===== src/rtl/bf16_matmul_sequencer_if.sv =====
// Job handshake and PE-array control strobes between a host and the bf16 matmul sequencer.
// The master side requests jobs; the slave side (the sequencer) drives the control strobes.
interface bf16_matmul_sequencer_if #(
  parameter int KW = 1
);
  logic          start_valid;
  logic          start_ready;
  logic          abort;
  logic          acc_clear;
  logic          issue;
  logic [KW-1:0] k_idx;
  logic          acc_en;
  logic          acc_wr;
  logic          capture;
  logic          done;
  logic          busy;

  modport master (
    output start_valid, abort,
    input  start_ready, acc_clear, issue, k_idx, acc_en, acc_wr, capture, done, busy
  );

  modport slave (
    input  start_valid, abort,
    output start_ready, acc_clear, issue, k_idx, acc_en, acc_wr, capture, done, busy
  );
endinterface


===== src/rtl/bf16_matmul_sequencer.sv =====
// Control sequencer for a SIZE x SIZE bfloat16 PE array: clear, paced k-step issue, drain, capture.
// acc_en/acc_wr are issue delayed through the multiplier and multiplier+adder pipeline depths.
module bf16_matmul_sequencer #(
  parameter int SIZE     = 2,
  parameter int MULT_LAT = 3,
  parameter int ADD_LAT  = 3,
  parameter int KW       = (SIZE > 2) ? $clog2(SIZE) : 1
) (
  input logic                    clk,
  input logic                    rst,
  bf16_matmul_sequencer_if.slave bus
);

  localparam int WR_LAT  = MULT_LAT + ADD_LAT;
  localparam int GAP_W   = (ADD_LAT > 1) ? $clog2(ADD_LAT) : 1;
  localparam int DRAIN_W = $clog2(WR_LAT);
  localparam logic [KW-1:0]      K_LAST     = KW'(SIZE - 1);
  localparam logic [GAP_W-1:0]   GAP_LAST   = GAP_W'(ADD_LAT - 1);
  localparam logic [DRAIN_W-1:0] DRAIN_LAST = DRAIN_W'(WR_LAT - 1);

  typedef enum logic [2:0] {
    S_IDLE, S_CLEAR, S_ISSUE, S_GAP, S_DRAIN, S_CAPTURE, S_DONE
  } state_t;

  state_t              state;
  logic [KW-1:0]       k_q;
  logic [GAP_W-1:0]    gap_cnt;
  logic [DRAIN_W-1:0]  drain_cnt;
  logic                acc_clear_q, issue_q, capture_q, done_q, busy_q;
  logic [MULT_LAT-1:0] en_line;
  logic [WR_LAT-1:0]   wr_line;
  logic                start_ready_w;

  assign start_ready_w = (state == S_IDLE) && !bus.abort;

  // NOTE: all state below uses non-blocking assignments so every register samples pre-edge values.
  always_ff @(posedge clk or posedge rst) begin
    if (rst) begin
      state       <= S_IDLE;
      k_q         <= '0;
      gap_cnt     <= '0;
      drain_cnt   <= '0;
      acc_clear_q <= 1'b0;
      issue_q     <= 1'b0;
      capture_q   <= 1'b0;
      done_q      <= 1'b0;
      busy_q      <= 1'b0;
      en_line     <= '0;
      wr_line     <= '0;
    end else if (bus.abort && state != S_IDLE) begin
      // Flushing the delay lines keeps an aborted step from writing the partial sums.
      state       <= S_IDLE;
      k_q         <= '0;
      gap_cnt     <= '0;
      drain_cnt   <= '0;
      acc_clear_q <= 1'b0;
      issue_q     <= 1'b0;
      capture_q   <= 1'b0;
      done_q      <= 1'b0;
      busy_q      <= 1'b0;
      en_line     <= '0;
      wr_line     <= '0;
    end else begin
      acc_clear_q <= 1'b0;
      issue_q     <= 1'b0;
      capture_q   <= 1'b0;
      done_q      <= 1'b0;
      en_line[0]  <= issue_q;
      wr_line[0]  <= issue_q;
      for (int i = 1; i < MULT_LAT; i++) en_line[i] <= en_line[i-1];
      for (int i = 1; i < WR_LAT; i++)   wr_line[i] <= wr_line[i-1];

      case (state)
        S_IDLE: begin
          if (bus.start_valid && start_ready_w) begin
            state       <= S_CLEAR;
            acc_clear_q <= 1'b1;
            busy_q      <= 1'b1;
          end
        end
        S_CLEAR: begin
          state   <= S_ISSUE;
          issue_q <= 1'b1;
          k_q     <= '0;
        end
        S_ISSUE: begin
          if (k_q == K_LAST) begin
            state     <= S_DRAIN;
            drain_cnt <= '0;
          end else begin
            state   <= S_GAP;
            gap_cnt <= '0;
          end
        end
        S_GAP: begin
          // ADD_LAT idle cycles give STEP = ADD_LAT+1 between issues.
          if (gap_cnt == GAP_LAST) begin
            state   <= S_ISSUE;
            issue_q <= 1'b1;
            k_q     <= k_q + KW'(1);
          end else begin
            gap_cnt <= gap_cnt + GAP_W'(1);
          end
        end
        S_DRAIN: begin
          if (drain_cnt == DRAIN_LAST) begin
            state     <= S_CAPTURE;
            capture_q <= 1'b1;
          end else begin
            drain_cnt <= drain_cnt + DRAIN_W'(1);
          end
        end
        S_CAPTURE: begin
          state  <= S_DONE;
          done_q <= 1'b1;
        end
        S_DONE: begin
          state  <= S_IDLE;
          busy_q <= 1'b0;
        end
        default: begin
          state  <= S_IDLE;
          busy_q <= 1'b0;
        end
      endcase
    end
  end

  assign bus.start_ready = start_ready_w;
  assign bus.acc_clear   = acc_clear_q;
  assign bus.issue       = issue_q;
  assign bus.k_idx       = k_q;
  assign bus.acc_en      = en_line[MULT_LAT-1];
  assign bus.acc_wr      = wr_line[WR_LAT-1];
  assign bus.capture     = capture_q;
  assign bus.done        = done_q;
  assign bus.busy        = busy_q;

endmodule


===== src/flat_wrapper.sv =====
// flat-port wrapper written by rule: the top's interface ports become plain ports
module bf16_matmul_sequencer_flat 
#(
  parameter int SIZE     = 2,
  parameter int MULT_LAT = 3,
  parameter int ADD_LAT  = 3,
  parameter int KW       = (SIZE > 2) ? $clog2(SIZE) : 1
)
  (clk, rst, bus_start_valid, bus_abort, bus_start_ready, bus_acc_clear, bus_issue, bus_k_idx, bus_acc_en, bus_acc_wr, bus_capture, bus_done, bus_busy);
  bf16_matmul_sequencer_if #(.KW(KW)) bus_i ();
  input logic clk;
  input logic rst;
  input wire logic [$bits(bus_i.start_valid)-1:0] bus_start_valid;
  input wire logic [$bits(bus_i.abort)-1:0] bus_abort;
  output wire logic [$bits(bus_i.start_ready)-1:0] bus_start_ready;
  output wire logic [$bits(bus_i.acc_clear)-1:0] bus_acc_clear;
  output wire logic [$bits(bus_i.issue)-1:0] bus_issue;
  output wire logic [$bits(bus_i.k_idx)-1:0] bus_k_idx;
  output wire logic [$bits(bus_i.acc_en)-1:0] bus_acc_en;
  output wire logic [$bits(bus_i.acc_wr)-1:0] bus_acc_wr;
  output wire logic [$bits(bus_i.capture)-1:0] bus_capture;
  output wire logic [$bits(bus_i.done)-1:0] bus_done;
  output wire logic [$bits(bus_i.busy)-1:0] bus_busy;
  assign bus_i.start_valid = bus_start_valid;
  assign bus_i.abort = bus_abort;
  assign bus_start_ready = bus_i.start_ready;
  assign bus_acc_clear = bus_i.acc_clear;
  assign bus_issue = bus_i.issue;
  assign bus_k_idx = bus_i.k_idx;
  assign bus_acc_en = bus_i.acc_en;
  assign bus_acc_wr = bus_i.acc_wr;
  assign bus_capture = bus_i.capture;
  assign bus_done = bus_i.done;
  assign bus_busy = bus_i.busy;
  bf16_matmul_sequencer #(.SIZE(SIZE), .MULT_LAT(MULT_LAT), .ADD_LAT(ADD_LAT), .KW(KW)) u_core (.clk(clk), .rst(rst), .bus(bus_i));
endmodule

===== config.mk =====
export PLATFORM = sky130hd
export DESIGN_NAME = bf16_matmul_sequencer_flat
export DESIGN_NICKNAME = d
export VERILOG_FILES = /design/src/rtl/bf16_matmul_sequencer_if.sv /design/src/rtl/bf16_matmul_sequencer.sv /design/src/flat_wrapper.sv
export SDC_FILE = /design/constraint.sdc
export NUM_CORES = 1
export LEC_CHECK = 0
export CORE_MARGIN = 2
export CORE_UTILIZATION = 33
export CTS_CLUSTER_DIAMETER = 100
export CTS_CLUSTER_SIZE = 30
export DETAILED_ROUTE_END_ITERATION = 6
export SYNTH_ARGS = -nofsm -noshare
export SYNTH_HDL_FRONTEND = slang
export SYNTH_SLANG_ARGS = --single-unit

===== constraint.sdc =====
create_clock -name clk -period 4.4 [get_ports clk]
set_clock_uncertainty 0.15 [all_clocks]
set_input_delay 0.88 -clock clk [delete_from_list [all_inputs] [get_ports clk]]
set_output_delay 0.88 -clock clk [all_outputs]
set_load 0.02 [all_outputs]

Word-level counts from Yosys, hierarchy flattened
Index checks and enable logic that the tools add are counted.

Bits in registers: 23. Word-level logic and storage cells: 77.

Add/subtract/negate cells: 3. Equal/unequal tests: 15. Mux-type cells: 33. Reductions and logical operators: 15.

Operators by type and width (number): two-way mux 3 bit (9); case mux 3 bit (6 select lines) (1); two-way mux 1 bit (14); nonzero test 3 bit (4); == test 3 bit, second input constant (3); inequality test 3 x 1 -> 1 bit, second input constant (3); AND reduction 3 bit (3); == test 3 x 2 -> 1 bit, second input constant (2); two-way mux 2 bit (3); two-way mux 6 bit (1); inequality test 3 x 2 -> 1 bit, second input constant (2); inequality test 3 bit, second input constant (2); case mux 1 bit (2 select lines) (3); case mux 3 bit (2 select lines) (1); OR reduction 5 bit (1); case mux 2 bit (2 select lines) (1); AND reduction 2 bit (2); adder 3 x 1 -> 3 bit, second input constant (1); == test 3 x 1 -> 1 bit, second input constant (1); logical AND 1 bit (3); zero test 3 bit (1); adder 2 x 1 -> 2 bit, second input constant (1); == test 2 bit, second input constant (1); inequality test 2 x 1 -> 1 bit, second input constant (1); 2 further kinds (2).

Depth between registers and ports, before layout
Depth after elaboration: 6. Depth in mapped cells: 5. Mapped depth without buffers: 5.

Least setup slack after synthesis
No wires, ideal clock.

Path type: input to output. Start point: input port bus_abort. End point: output port bus_start_ready. Data arrival time: 1.793 ns. Required time: 3.370 ns. Path slack: 1.577 ns. Cell stages on the path: 2. Cell sequence: buf_2 -> nor4_1.

Longest elaborated chain between the ends: 2.

RTL lines: start: declaration (RTL line flat_wrapper.sv:14) `input wire logic [$bits(bus_i.abort)-1:0] bus_abort;`; zero test 1 bit (RTL line bf16_matmul_sequencer.sv:34) `assign start_ready_w = (state == S_IDLE) && !bus.abort;`; logical AND 1 bit (RTL line bf16_matmul_sequencer.sv:34); end: declaration (RTL line flat_wrapper.sv:15) `output wire logic [$bits(bus_i.start_ready)-1:0] bus_start_ready;`.

No other way between the ends.

Worst setup path after layout
Ends and elaborated chain as after synthesis.

==> impl_metrics.env <==
export IMPL_hp_class="flop to flop"
export IMPL_grt_pass1_vias=646
export IMPL_met3_usage=0.0313
export IMPL_die_h_um=58.1
export IMPL_h_tree_depth=1
export IMPL_cts_root_buf="clkbuf_4"
export IMPL_synth_top_area_cell="dfrtp_1"
export IMPL_synth_seq_cells=20
export IMPL_numCtsBuffers=3
export IMPL_grt_pass1_wl_um=2870
export IMPL_min_period_over_period=0.807
export IMPL_dpl_worst_slack_ns=0.863
export IMPL_cts_sinks=20
export IMPL_die_area_um2=3370
export IMPL_fillerInstances=266
export IMPL_syn_inst=86
export IMPL_slowest_stage="clkdlybuf4s50_1"
export IMPL_rsz0062_at_grt="no"
export IMPL_clockBufferDepth=2
export IMPL_hold_path_end="u_core.en_line[1]$_DFF_PP0_"
export IMPL_rr_endpoint="u_core.gap_cnt[1]$_DFFE_PP0P_"
export IMPL_worstPathMaxFanout=12
export IMPL_met2_usage=0.157
export IMPL_arrival_ns=2.52
export IMPL_drt_initial_drc_count=14
export IMPL_n_antenna_cell=0
export IMPL_cpPeakStageDelay_ns=0.68
export IMPL_tritoncts="built"
export IMPL_dp_hpwl_um=1190
export IMPL_via_per_inst=5.36
export IMPL_yosysWarnings=0
export IMPL_gp_congestion=0.795
export IMPL_wl_per_cell_um=13.1
export IMPL_critPathTopFamily="buffers and inverters"
export IMPL_setup_tns_ns=0
export IMPL_worstSetupEndpointType="primary output"
export IMPL_fp_dieW_um=58.1
export IMPL_ir_drop_mv=0.229
export IMPL_drv_slew=0
export IMPL_relSlewSlack=0.483
export IMPL_r2r_cells=3
export IMPL_worstHoldStart="u_core.wr_line[0]$_DFF_PP0_"
export IMPL_grt_overflow=0
export IMPL_drc=0
export IMPL_ant_nets=0
export IMPL_nets=107
export IMPL_syn_nets=93
export IMPL_synthDistinctLibCells=33
export IMPL_synth_seq_area_share=0.519
export IMPL_fmax_mhz=281
export IMPL_antenna_found_initial=0
export IMPL_leakage_nw=0.513
export IMPL_start_util=0.350
export IMPL_io_pins=13
export IMPL_min_path_cells=1
export IMPL_final_common_cell="dfrtp_1"
export IMPL_grt_busiest_layer="met1"
export IMPL_ctsResizeCount=0
export IMPL_cts_hold_buf=0
export IMPL_crit_buf_inv=3
export IMPL_postCtsSetupBuffers=0
export IMPL_ys_top_cells_by_area="dfrtp_1 52%, and2_1 4.5%, ha_1 3.9%"
export IMPL_clkTransAtPathRegs_ns=0.11
export IMPL_cpMostUsedCell="clkdlybuf4s50_1"
export IMPL_setup_viol=0
export IMPL_syn_cell_area_um2=965
export IMPL_r2r_slack_ns=2.54
export IMPL_grtUsageTotal=0.112
export IMPL_rows=19
export IMPL_syn_avg_cell_area_um2=11.2
export IMPL_totalWireLength_um=1700
export IMPL_drive_gt1_frac=0.101
export IMPL_cp_start_kind="input pin"
export IMPL_worstPathRequired_ns=3.37
export IMPL_area_delta_synth_final_pct=18.8
export IMPL_vias=697
export IMPL_worst_slew_pin_slew_ns=0.774
export IMPL_portBuffers=12
export IMPL_crit_chain="clkdlybuf4s50_1, buf_4, nor4_1, clkdlybuf4s50_1"
export IMPL_maxCapViolCount=0
export IMPL_netlist_area_leader_share=0.519
export IMPL_first_pass_iters=4
export IMPL_use_met1=0.159
export IMPL_grt_max_degree=21
export IMPL_finalCriticalPeriod_ns=3.55
export IMPL_worstSetupPathType="input pin to primary output"
export IMPL_final_cell_mix="20 x dfrtp_1, 12 x clkdlybuf4s50_1, 7 x inv_1, 7 x and2_1"
export IMPL_clk_insertion_delay_late_ns=0.30
export IMPL_p_per_area_nw_per_um2=439
export IMPL_fin_ws_ns=0.847
export IMPL_r2r_start="u_core.state[1]$_DFFE_PP0P_"
export IMPL_core_area_um2=2760
export IMPL_status="complete, no violations"
export IMPL_hold_viol=0
## worst reg2reg max path: cells and delay by family, from the launching register on
family,cells,cell delay (ns)
AO/OA/AOI/OAI,2,0.73
multiplexers,1,0.31
flip-flops,1,0.58
## report_power, final
group | switching (mW) | leakage, nW | total (mW) | internal (mW)
combinational | 0.0692 | 0.221 | 0.139 | 0.0695
clock | 0.0565 | 0.0210 | 0.107 | 0.0505
sequential | 0.0451 | 0.271 | 0.258 | 0.212
total | 0.171 | 0.513 | 0.503 | 0.332
## cell type report
cell class	instances	area, um^2	area share
Tap cell	31	38.8	0.0338
Multi-Input combinational cell	55	417	0.364
Clock buffer	4	36.3	0.0317
Inverter	7	26.3	0.0229
Timing Repair Buffer	13	128	0.111
Sequential cell	20	500	0.437
## worst max-delay path by stage
stage,from,to,slack [ns],cells after the start
detailed placement,bus_abort,bus_start_ready,0.86,4
global route,bus_abort,bus_start_ready,0.84,4
floorplan,bus_abort,bus_start_ready,1.58,2
global placement,bus_abort,bus_start_ready,0.91,4
CTS,bus_abort,bus_start_ready,0.85,4
finish,bus_abort,bus_start_ready,0.85,4
## flip-flops by register name (all words and copies together) (netlist names)
register,flops
u_core.bus.issue,1
u_core.bus.done,1
u_core.drain_cnt,3
u_core.bus.busy,1
u_core.wr_line,5
u_core.bus.k_idx,1
u_core.bus.acc_clear,1
u_core.gap_cnt,2
u_core.state,3
u_core.bus.capture,1
u_core.en_line,1
## per-layer routing
metal / part of all wire / vias up
met2: 0.42 / 17
met3: 0.053 / 2
li1: - / 339
met1: 0.51 / 339
met5: 0 / -
met4: 0.016 / 0
## cell usage after synthesis
cell type  count
nor4_1         2
and4bb_2       1
o21a_1         2
nand2b_1       1
o211ai_1       1
buf_2          2
a2111o_1       1
o31a_1         1
inv_1          7
buf_4          1
nand4bb_1      2
o221ai_1       1
nand2_1        5
clkbuf_1       1
nor4b_4        1
nor2b_1        1
o32ai_1        1
and3_1         3
nand3_1        1
and2_1         7
a21o_1         1
o2111ai_1      1
o21ai_0        5
ha_1           3
a32oi_1        2
nor3_1         1
o31ai_2        1
a21oi_1        4
dfrtp_1       20
a31oi_1        1
mux2_4         2
nor2_1         2
o311ai_0       1
## through the flow
| stage | power (mW) | hold slack, ns | instances | util | instance area, um^2 |
|---|---|---|---|---|---|
| floorplan | 0.353 | 0.278 | 86 | - | 965 |
| CTS | 0.511 | 0.314 | 130 | 0.416 | 1150 |
| global route | 0.543 | 0.347 | 130 | 0.416 | 1150 |
| global placement | 0.397 | 0.285 | 126 | 0.402 | 1110 |
| finish | 0.503 | 0.311 | 130 | 0.416 | 1150 |
| detailed placement | 0.400 | 0.287 | 126 | 0.402 | 1110 |
## cells by family after synthesis
group           count (synthesis)  synth area share
simple gates                   27             0.189
compound gates                 23             0.173
flops                          20             0.519
buf+inv                        11            0.0493
fa+ha+maj                       3            0.0389
mux                             2            0.0311
Note: power is estimated with default switching activity, not from simulation.
==> patch (same settings) <==
`SIZE` is set to 2 in 2 places; all go to 8.
--- a/src/rtl/bf16_matmul_sequencer.sv
+++ b/src/rtl/bf16_matmul_sequencer.sv
@@ -1,7 +1,7 @@
 // Control sequencer for a SIZE x SIZE bfloat16 PE array: clear, paced k-step issue, drain, capture.
 // acc_en/acc_wr are issue delayed through the multiplier and multiplier+adder pipeline depths.
 module bf16_matmul_sequencer #(
-  parameter int SIZE     = 2,
+  parameter int SIZE     = 8,
   parameter int MULT_LAT = 3,
   parameter int ADD_LAT  = 3,
   parameter int KW       = (SIZE > 2) ? $clog2(SIZE) : 1
--- a/src/flat_wrapper.sv
+++ b/src/flat_wrapper.sv
@@ -1,7 +1,7 @@
 // flat-port wrapper written by rule: the top's interface ports become plain ports
 module bf16_matmul_sequencer_flat 
 #(
-  parameter int SIZE     = 2,
+  parameter int SIZE     = 8,
   parameter int MULT_LAT = 3,
   parameter int ADD_LAT  = 3,
   parameter int KW       = (SIZE > 2) ? $clog2(SIZE) : 1
Ports: changed (resized bus_k_idx); port bits go from 13 to 15. No check against the original RTL was run, so the function may have changed too.
==> patch against the unedited design <==
  * Synthesized area increased by 14%
  * Critical path depth unchanged
  * Sequential cell count increased by 2
  * Wire length increased by 23%
  * Cell area increased by 13%
  * Worst setup slack improved by 35 ps
  * Die area increased by 13%
  * Non-clock buffer count increased by 2
  * Total power increased by 1.4%
==> patch: results (changes against the unedited design) <==
Worst setup path
  • CP max FO: 16 (+4)
  • Slowest CP cell: clkdlybuf4s50_1
  • Crit path arrival time: 2490 ps (-30 ps)

Yosys
  • Area contributors post-synth: dfrtp_1, ha_1, and2_1, a21oi_1, o31ai_1
  • Post-synth net total: 113 (+22%)
  • Adder-cell area share of the yosys netlist: 5.70% (+1.8 points)
  • Sequential fraction of the synthesis area: 50.2% (-1.7 points)
  • Mux share of post-synthesis cell area: 0% (-3.1 points)
  • Synth cell count leaders: dfrtp_1, and2_1, inv_1
  • Xor and xnor area share after synthesis: 0% (unchanged)
  • Asr flop ratio synth: 100% (unchanged)
  • Synth Area in Compound Gates: 17.2% (-0.033 points)
  • Library cells used by synthesis: 34 (+3.0%)

Cells and area
  • Antenna Cells: 0 (unchanged)
  • Share of cells above drive strength 1: 5.13% (-5.0 points)
  • Fin nets: 127 (+19%)
  • Largest register FFs: 6 (+1)
  • Fillers: 325 (+22%)

Placed design
  • DPL Wire Length: 1430 um (+20%)
  • Setup WS pre-CTS: 860 ps (-3.34 ps)
  • IO buf count: 14 (+2)
  • GPL Wtd Cong: 0.712 (-10%)

Drt
  • Vias: 821 (+18%)
  • DRT Pass-1 Iters: 4 (unchanged)
  • Routed wire length: 2090 um (+23%)
  • Initial DRC Count: 19 (+5)
  • Post-route DRC: 0 (unchanged)

CTS
  • Clk slew on worst S/H paths: 120 ps
  • Post-CTS Resized: 0 (unchanged)
  • Clock root cell: clkbuf_4
  • Setup Fix Bufs, Post-CTS: 0 (unchanged)
  • H-tree depth: 1 (unchanged)
  • Clk Latency, worst-skew pair: 320 ps (+20 ps)
  • Cts bufs inserted: 3 (unchanged)

Timing
  • Fin. Hold Viols: 0 (unchanged)
  • Worst Tran Pin Value: 832 ps (+57.9 ps)

GRT
  • GRT Util Overall: 12.7% (+1.5 points)
  • Largest net degree at the start of global routing: 23 (+9.5%)
  • Vias in the first global route: 748 (+16%)
  • First-pass GRT wire length: 3510 um (+22%)
  • Initial antenna violation count: 0 (unchanged)

Hold path
  • Hold WC Path Type: flip-flop to flip-flop

Power and ir drop
  • Design Power: 0.000510 W (+1.4%)
  • Lkg Pwr: 0.561 nW (+9.4%)
  • VDD IR max: 0.156 mV (-32%)

Status
  • Outcome: completed

Flow run
  • Max-cap violation count: 0 (unchanged)
## patch: layout make-up
type | instances | area (sq um) | share of cell area [%]
clock buffers | 4 | 36.3 | 2.80
inverters | 7 | 26.3 | 2.03
multi-input cells | 69 | 482 | 37.1
flip-flops and latches | 22 | 551 | 42.4
well taps | 44 | 55.1 | 4.24
repair buffers | 15 | 148 | 11.4
## patch: path summary, 6_finish.rpt
path | endpoint | start | cells after the start | slack (ps)
min in group asynchronous | u_core.bus.capture | rst | 2 | 870
worst min-delay path | u_core.wr_line[2] | u_core.wr_line[1] | 1 | 310
max in group asynchronous | u_core.bus.issue | rst | 2 | 2710
worst max-delay path | bus_start_ready | bus_abort | 4 | 880
worst min register to register | u_core.wr_line[2] | u_core.wr_line[1] | 1 | 310
worst max register to register | u_core.gap_cnt[1] | u_core.state[0] | 3 | 2690
## patch: power breakdown
group / switching, W / internal [W]
logic: 0.0000665 / 0.0000622
clock network: 0.0000644 / 0.0000506
registers: 0.0000401 / 0.000226
## patch: logic make-up after synthesis
kind of cell    after synthesis
flops                        22
compound gates               28
buf+inv                      13
simple gates                 36
fa+ha+maj                     5
## patch: stage by stage
step | instance area (sq um) | cells | utilization, %
6_report | 1300 | 161 | 41.8
5_1_grt | 1300 | 161 | 41.8
4_1_cts | 1300 | 161 | 41.8
3_5_place_dp | 1260 | 157 | 40.6
3_3_place_gp | 1260 | 157 | 40.6
2_1_floorplan | 1100 | 104 | -
## patch: metal layers
layer / vias up / track usage [%] / wire length (um)
met5: - / 0 / 0
met4: 0 / 4.86 / 33
met3: 4 / 2.73 / 78
met2: 20 / 19.2 / 910
met1: 393 / 17.8 / 1070
li1: 404 / - / -
## patch: worst max-delay path, delay by kind of cell
kind          cells  cell delay (ps)
simple gates      1              350
buf+inv           3             1260
